==> src/rtl/jogo_pkg.sv <==
// Shared constants for the memory-game input path: state codes, button width,
// default debounce length and the one-hot test used on captured samples.
package jogo_pkg;

   localparam int LARGURA_BOTOES  = 4;
   localparam int DEBOUNCE_PADRAO = 4;

   localparam logic [2:0] OCIOSO        = 3'd0;
   localparam logic [2:0] FILTRA_PRESS  = 3'd1;
   localparam logic [2:0] ACEITA        = 3'd2;
   localparam logic [2:0] ESPERA_SOLTAR = 3'd3;
   localparam logic [2:0] FILTRA_SOLTA  = 3'd4;

   function automatic logic eh_one_hot(input logic [LARGURA_BOTOES-1:0] v);
      return (v != '0) && ((v & (v - 1'b1)) == '0);
   endfunction

endpackage

==> src/rtl/contador_debounce.sv <==
// Stability counter for the debouncer: clears synchronously, counts on enable,
// and flags fim once the count reaches DEBOUNCE_CICLOS-2.
module contador_debounce #(
   parameter int DEBOUNCE_CICLOS = 4
) (
   input  logic clock,
   input  logic reset,
   input  logic zera,
   input  logic conta,
   output logic fim
);

   localparam int LARGURA = ($clog2(DEBOUNCE_CICLOS) < 1) ? 1 : $clog2(DEBOUNCE_CICLOS);
   localparam logic [LARGURA-1:0] ALVO = LARGURA'(DEBOUNCE_CICLOS - 2);

   logic [LARGURA-1:0] cnt_reg;

   always_ff @(posedge clock or posedge reset) begin
      if (reset) begin
         cnt_reg <= '0;
      end else if (zera) begin
         cnt_reg <= '0;
      end else if (conta) begin
         cnt_reg <= cnt_reg + 1'b1;
      end
   end

   // The FSM stops enabling once fim is seen, so the count never wraps.
   assign fim = (cnt_reg == ALVO);

endmodule

==> src/rtl/detector_jogada.sv <==
// Debounces the game buttons and turns each physical press into one accepted
// move (tem_jogada) or one multi-button rejection (jogada_invalida).
module detector_jogada
   import jogo_pkg::*;
#(
   parameter int DEBOUNCE_CICLOS = DEBOUNCE_PADRAO
) (
   input  logic                      clock,
   input  logic                      reset,
   input  logic                      limpa,
   input  logic [LARGURA_BOTOES-1:0] botoes,
   output logic [LARGURA_BOTOES-1:0] jogada,
   output logic                      tem_jogada,
   output logic                      jogada_invalida,
   output logic                      ocupado,
   output logic [2:0]                db_estado
);

   logic [2:0]                estado_reg, estado_next;
   logic [LARGURA_BOTOES-1:0] amostra_reg;
   logic [LARGURA_BOTOES-1:0] jogada_reg;
   logic                      um_quente_reg;
   logic                      carrega_amostra;
   logic                      zera_cnt;
   logic                      conta_cnt;
   logic                      captura;
   logic                      fim_cnt;

   contador_debounce #(
      .DEBOUNCE_CICLOS(DEBOUNCE_CICLOS)
   ) u_contador (
      .clock(clock),
      .reset(reset),
      .zera (zera_cnt),
      .conta(conta_cnt),
      .fim  (fim_cnt)
   );

   always_comb begin
      estado_next     = estado_reg;
      carrega_amostra = 1'b0;
      zera_cnt        = 1'b0;
      conta_cnt       = 1'b0;
      captura         = 1'b0;
      case (estado_reg)
         OCIOSO: begin
            if (botoes != '0) begin
               carrega_amostra = 1'b1;
               zera_cnt        = 1'b1;
               estado_next     = FILTRA_PRESS;
            end
         end
         FILTRA_PRESS: begin
            if (botoes == '0) begin
               estado_next = OCIOSO;
            end else if (botoes != amostra_reg) begin
               carrega_amostra = 1'b1;
               zera_cnt        = 1'b1;
            end else if (fim_cnt) begin
               estado_next = ACEITA;
               captura     = um_quente_reg;
            end else begin
               conta_cnt = 1'b1;
            end
         end
         ACEITA: begin
            estado_next = ESPERA_SOLTAR;
         end
         ESPERA_SOLTAR: begin
            if (botoes == '0) begin
               zera_cnt    = 1'b1;
               estado_next = FILTRA_SOLTA;
            end
         end
         FILTRA_SOLTA: begin
            if (botoes != '0) begin
               estado_next = ESPERA_SOLTAR;
            end else if (fim_cnt) begin
               estado_next = OCIOSO;
            end else begin
               conta_cnt = 1'b1;
            end
         end
         default: estado_next = OCIOSO;
      endcase
   end

   always_ff @(posedge clock or posedge reset) begin
      if (reset) begin
         estado_reg    <= OCIOSO;
         amostra_reg   <= '0;
         um_quente_reg <= 1'b0;
      end else begin
         estado_reg <= estado_next;
         if (carrega_amostra) begin
            amostra_reg   <= botoes;
            um_quente_reg <= eh_one_hot(botoes);
         end
      end
   end

   // A capture on the accept edge takes priority over a simultaneous limpa.
   always_ff @(posedge clock or posedge reset) begin
      if (reset) begin
         jogada_reg <= '0;
      end else if (captura) begin
         jogada_reg <= amostra_reg;
      end else if (limpa) begin
         jogada_reg <= '0;
      end
   end

   assign jogada          = jogada_reg;
   assign tem_jogada      = (estado_reg == ACEITA) &&  um_quente_reg;
   assign jogada_invalida = (estado_reg == ACEITA) && !um_quente_reg;
   assign ocupado         = (estado_reg != OCIOSO);
   assign db_estado       = estado_reg;

endmodule

==> config.mk <==
export PLATFORM = sky130hd
export DESIGN_NAME = detector_jogada
export DESIGN_NICKNAME = d
export VERILOG_FILES = /design/src/rtl/jogo_pkg.sv /design/src/rtl/contador_debounce.sv /design/src/rtl/detector_jogada.sv
export SDC_FILE = /design/constraint.sdc
export NUM_CORES = 1
export LEC_CHECK = 0
export ABC_CLOCK_PERIOD_IN_PS = 2150
export CAP_MARGIN = 20
export CORE_MARGIN = 2
export CORE_UTILIZATION = 55
export DETAILED_ROUTE_END_ITERATION = 6
export DONT_BUFFER_PORTS = 1
export PLACE_DENSITY = 0.8
export SLEW_MARGIN = 0
export SYNTH_ARGS = -nofsm -noshare
export SYNTH_HDL_FRONTEND = slang
export SYNTH_SLANG_ARGS = --single-unit
==> constraint.sdc <==
create_clock -name clock -period 2.15 [get_ports clock]
set_input_delay 0.215 -clock clock [delete_from_list [all_inputs] [get_ports clock]]
set_output_delay 0.215 -clock clock [all_outputs]
set_load 0.05 [all_outputs]
* Word-level counts from Yosys, hierarchy flattened *
Index checks and enable logic that the tools add are counted.

operators by class
  $add $sub $neg = 2
  equality and inequality tests = 11
  muxes and demuxes = 27
  bitwise operators = 1
  reductions and logical operators = 12

operator list
  cell                                                  count
  two-way mux 3 bit                                     7
  case mux 3 bit (5 select lines)                       1
  two-way mux 1 bit                                     12
  != test 3 bit (second input constant)                 3
  logical NOT 4 bit                                     2
  two-way mux 4 bit                                     2
  equality test 3 x 2 -> 1 bit (second input constant)  2
  AND reduction 5 bit                                   1
  AND 4 bit                                             1
  two-way mux 2 bit                                     2
  != test 2 bit (second input constant)                 2
  != test 4 bit                                         1
  case mux 1 bit (2 select lines)                       2
  nonzero test 2 bit                                    2
  nonzero test 4 bit                                    1
  subtractor 4 x 1 -> 4 bit (second input constant)     1
  equality test 3 x 1 -> 1 bit (second input constant)  1
  equality test 3 bit (second input constant)           1
  logical AND 1 bit                                     3
  logical NOT 3 bit                                     1
  case mux 1 bit (3 select lines)                       1
  nonzero test 3 bit                                    1
  adder 2 x 1 -> 2 bit (second input constant)          1
  equality test 2 bit (second input constant)           1
  logical NOT 1 bit                                     1

storage, ports and cells
  flip-flop bits (word level) = 14
  bits of input ports = 7
  word-level logic and storage cells = 58

* Depth between registers and ports, before layout *
  depth in word-level cells = 7
  depth in mapped cells = 6
  depth with buffers taken out = 6

* Hierarchy *
Synthesis repeated with hierarchy kept, for this count alone.

unflattened totals
  cell total of the unflattened synthesis = 78
  area, all modules = 818.3 um2

modules (own cells, without submodules)
  module             times used  cells an instance  area each (um2)
  detector_jogada    1           69                 724.4
  contador_debounce  1           9                  93.8

* Worst setup path before layout *
No wires, ideal clock.

  path kind = flip-flop to output port
  start = register estado_reg[0], in the netlist db_estado[0]
  end = output port jogada_invalida
  arrival time = 2.570 ns
  data required time = 1.935 ns
  setup slack = -0.635 ns
  stages on the path, launching flop included = 3
  path buffers = 1
  cells stage by stage = dfrtp_1 clkbuf_1 nor4b_1

on the way
  cells in the longest elaborated chain, start to end = 2

ends and longest elaborated chain
  item                          line                    source
  from (decl)                   detector_jogada.sv:19   logic [2:0] estado_reg, estado_next;
  from (signal assigned)        detector_jogada.sv:94   estado_reg <= estado_next;
  equality test 3 x 2 -> 1 bit  detector_jogada.sv:115  assign jogada_invalida = (estado_reg == ACEITA) && !um_quente_reg;
  logical AND 1 bit             detector_jogada.sv:115
  to (decl)                     detector_jogada.sv:14   output logic jogada_invalida,

No other way between the ends.

* Worst setup path in the final report *
  start = register u_contador.cnt_reg[0]
  end = register u_contador.cnt_reg[1]

on the way
  cells in the longest elaborated chain, start to end = 6
  elaborated cells on any way between the ends = 10

ends and longest elaborated chain
  item                             line                                          source
  from (decl)                      contador_debounce.sv:16                       logic [LARGURA-1:0] cnt_reg;
  from (signal assigned)           contador_debounce.sv:24                       cnt_reg <= cnt_reg + 1'b1;
  equality test 2 bit              contador_debounce.sv:29                       assign fim = (cnt_reg == ALVO);
  two-way mux 1 bit                detector_jogada.sv:59, detector_jogada.sv:78
  two-way mux 1 bit                detector_jogada.sv:56                         end else if (botoes != amostra_reg) begin
  two-way mux 1 bit                detector_jogada.sv:54                         if (botoes == '0) begin
  case mux 1 bit (2 select lines)  detector_jogada.sv:45                         case (estado_reg)
  nonzero test 2 bit (no line)     n/a

Parallel ways exist; a longest one is shown, timed or not. The select of a mux whose other input is x is not followed.
A chain may end at the register's enable or synchronous reset.

==> summary.json <==
{
  "fp.coreArea_sq_mm": 0.00154,
  "placement.cell_area_sq_um": 968,
  "max_clock_freq_ghz": 0.510,
  "fin_ws_ns": 0.191,
  "powerDensity_mw_per_mm2": 562,
  "cp_data_required_time_ns": 2.36,
  "synth_cells": 93,
  "die_h_microns": 45.0,
  "grt_usage_pct": 21.8,
  "final_layout_size_suffix_gt1_share_pct": 21.4,
  "finish.utilization_pct": 66.0,
  "grt-ovfl-total": 0,
  "worstSetupPathType": "flip-flop to flip-flop",
  "total_routed_wirelength_mm": 1.94,
  "rsz_0062_raised_after_global_routing": "false",
  "total_power_mw": 0.572,
  "clockBufferDepth": 2,
  "layout.area.seq_sq_um": 350,
  "tritoncts": "built",
  "arrival_ns": 2.17,
  "netlist.top_cell.by_area": "sky130_fd_sc_hd__dfrtp_1",
  "num_io_pins": 17,
  "post-route-min-period_ns": 1.96,
  "ir_worst_vdd_mv": 0.374,
  "place.detailed.hpwl_mm": 1.39,
  "ys_seq_area_share_pct": 37.9,
  "drc_errors": 0,
  "detail_route.first_pass.iterations": 4,
  "drv.max_cap_violation_count": 0,
  "path_clk_slew_ns": 0.09,
  "insertedDiodeCount": 0,
  "leakage_component_of_the_power_nw": 0.443,
  "headroom_to_the_max_slew_limit_pct": 62.5,
  "critical_path.max_fanout": 7,
  "hold_viol": 0,
  "hold-path-cell-count": 1,
  "initial_core_util_pct": 59.9,
  "antenna_violations_before_repair": 0,
  "p_int_mw": 0.411,
  "fill_count": 126,
  "synthFlopType": "sky130_fd_sc_hd__dfrtp_1",
  "comb_power_share_pct": 15.5,
  "reg2reg_depth": 6,
  "hold_path_class": "input pin to flip-flop",
  "timing.rr.start": "u_contador.cnt_reg[0]",
  "global_route_wire_length_before_repair_mm": 3.20,
  "syn_area_sq_um": 923,
  "power.net_switching_mw": 0.160,
  "globalplace.congestion": 0.890,
  "dieArea_sq_mm": 0.00202,
  "startpoint_type": "flip-flop",
  "synthMostInstantiatedCell": "sky130_fd_sc_hd__dfrtp_1",
  "switching_share_pct": 28.0,
  "ranking_of_synthesized_cells_by_instance_count": "sky130_fd_sc_hd__dfrtp_1 (14), sky130_fd_sc_hd__inv_1 (6), sky130_fd_sc_hd__nor2_1 (5)",
  "instances_no_fill": 114,
  "hold_end": "amostra_reg[1]",
  "routed_via_density": 6.65,
  "ratio_of_final_minimum_period_to_clock_period_pct": 91.1,
  "syn2layout_area_growth_pct": 10.2,
  "wl_per_cell_microns": 17.0,
  "finalSetupViolations": 0,
  "fp-row-count": 14,
  "vias": 758,
  "synth-warning-count": 0,
  "worst_pin_slew_ns": 0.558,
  "post-cts-setup-buffer-count": 0,
  "yosys-top-cells-area": "sky130_fd_sc_hd__dfrtp_1 (38%), sky130_fd_sc_hd__xor2_1 (3.8%), sky130_fd_sc_hd__mux2i_1 (3.3%)",
  "r2r_slack_ns": 0.19,
  "synth.avg_cell_area_sq_um": 9.93,
  "worstSetupEndpointType": "flip-flop",
  "synth-edff-count": 0,
  "worst_clock_skew_ns": 0.00594,
  "worst_hold_slack_ns": 0.0456,
  "yosys.cell_types.count": 42,
  "final_count_of_pins_violating_max_slew": 0,
  "numPortBuffers": 0,
  "placement.setup.worst_slack_ns": 0.191,
  "clock-sinks": 14,
  "dpl.cell_count": 109,
  "clock_latency_ns": 0.29,
  "synth.net_count": 101,
  "chipWidth_microns": 45.0,
  "postRouteAntennaNets": 0,
  "rr_endpoint": "u_contador.cnt_reg[1]",
  "setup_total_neg_slack_ns": 0,
  "cts_htree_levels": 1,
  "result_of_the_run": "finished, final reports clean",
  "synth_largest_type_area_fraction_pct": 37.9,
  "share_clk_of_total_power_pct": 34.8,
  "postSynthRegisterBits": 14,
  "clockRootBuffer": "sky130_fd_sc_hd__clkbuf_4",
  "finish.instance_area_sq_mm": 0.00102,
  "vias_in_the_first_global_route": 712,
  "cts_made_buffers": 3,
  "min-delay-start": "botoes[1]",
  "postSynth.asyncResetShare_pct": 100,
  "grt_max_degree": 16,
  "drt_iter0_markers": 27,
  "final_net_count": 107,
  "power_frac_seq_pct": 49.7,
  "area_used_by_multi_input_combinational_logic_sq_um": 533
}
worst max-delay path, cell delays in order (launching register included):
cell                       delay [ns]
sky130_fd_sc_hd__dfrtp_1         0.41
sky130_fd_sc_hd__inv_1           0.07
sky130_fd_sc_hd__ha_1            0.28
sky130_fd_sc_hd__or4b_2          0.67
sky130_fd_sc_hd__nor2_2          0.16
sky130_fd_sc_hd__a211oi_1        0.07
sky130_fd_sc_hd__a211oi_1        0.21
repair_timing:
| item | 4_1_cts | 5_1_grt |
|---|---|---|
| endpoints found under the hold margin | 14 | 0 |
| endpoints found under the setup margin | 0 | 1 |
| hold buffers | 1 | 0 |
| resized for setup | 0 | 1 |
cell families (layout without fill, tap and decap cells):
logic type      count (synthesis)  count (layout)  synth area share (%)
compound gates                 24              24                  18.4
xor+xnor                        5               5                  5.56
fa+ha+maj                       1               1                  1.35
buf+inv                        12              17                  5.96
flops                          14              14                  37.9
mux                             5               5                  6.50
simple gates                   32              32                  24.3
power groups by stage:
| stage | Sequential [mW] | Combinational (mW) | Clock, mW |
|---|---|---|---|
| 2_1_floorplan | 0.290 | 0.0747 | 0 |
| 3_3_place_gp | 0.289 | 0.0848 | 0 |
| 3_5_place_dp | 0.289 | 0.0868 | 0 |
| 4_1_cts | 0.284 | 0.0884 | 0.199 |
| 5_1_grt | 0.285 | 0.0977 | 0.209 |
| 6_report | 0.284 | 0.0884 | 0.199 |
routing by layer:
| layer | part of all wire, % | vias to the layer above | GRT usage (%) | wire length (microns) |
|---|---|---|---|---|
| met5 | 0 | - | 0 | 0 |
| met4 | 1.4 | 0 | 8.82 | 28 |
| met3 | 7.6 | 4 | 6.00 | 147 |
| met2 | 45 | 33 | 31.4 | 876 |
| met1 | 46 | 369 | 31.0 | 890 |
| li1 | - | 352 | - | - |
final cells by class:
type / count / share of cell area, %
repair buffers: 7 / 5.41
clock buffers: 4 / 3.57
inverters: 6 / 2.21
flip-flops and latches: 14 / 34.4
well taps: 16 / 1.97
multi-input cells: 67 / 52.4
layout by cell type, fill, tap and decap left out, types with 2 or more instances in the layout:
cell                         n
sky130_fd_sc_hd__dfrtp_1    14
sky130_fd_sc_hd__inv_1       6
sky130_fd_sc_hd__buf_4       6
sky130_fd_sc_hd__xor2_1      4
sky130_fd_sc_hd__nor2_1      4
sky130_fd_sc_hd__o21ai_0     4
sky130_fd_sc_hd__nand2_1     4
sky130_fd_sc_hd__a21oi_1     4
sky130_fd_sc_hd__nand3_1     3
sky130_fd_sc_hd__nor2b_1     3
sky130_fd_sc_hd__mux2i_1     3
sky130_fd_sc_hd__o2bb2ai_1   3
sky130_fd_sc_hd__clkbuf_4    3
sky130_fd_sc_hd__nand2b_1    2
sky130_fd_sc_hd__mux2_4      2
sky130_fd_sc_hd__a211oi_1    2
sky130_fd_sc_hd__nor4b_2     2
sky130_fd_sc_hd__a22o_1      2
worst max path at each step:
stage                                from                    end  slack (ns)  cells after the start
detailed placement  u_contador.cnt_reg[0]  u_contador.cnt_reg[1]        0.19                      6
finish              u_contador.cnt_reg[0]  u_contador.cnt_reg[1]        0.19                      6
global route        u_contador.cnt_reg[0]  u_contador.cnt_reg[1]        0.05                      6
floorplan                    db_estado[0]        jogada_invalida       -0.64                      2
CTS                 u_contador.cnt_reg[0]  u_contador.cnt_reg[1]        0.16                      6
global placement    u_contador.cnt_reg[0]  u_contador.cnt_reg[1]        0.29                      6
No activity file was read; power rests on OpenSTA's default activity.
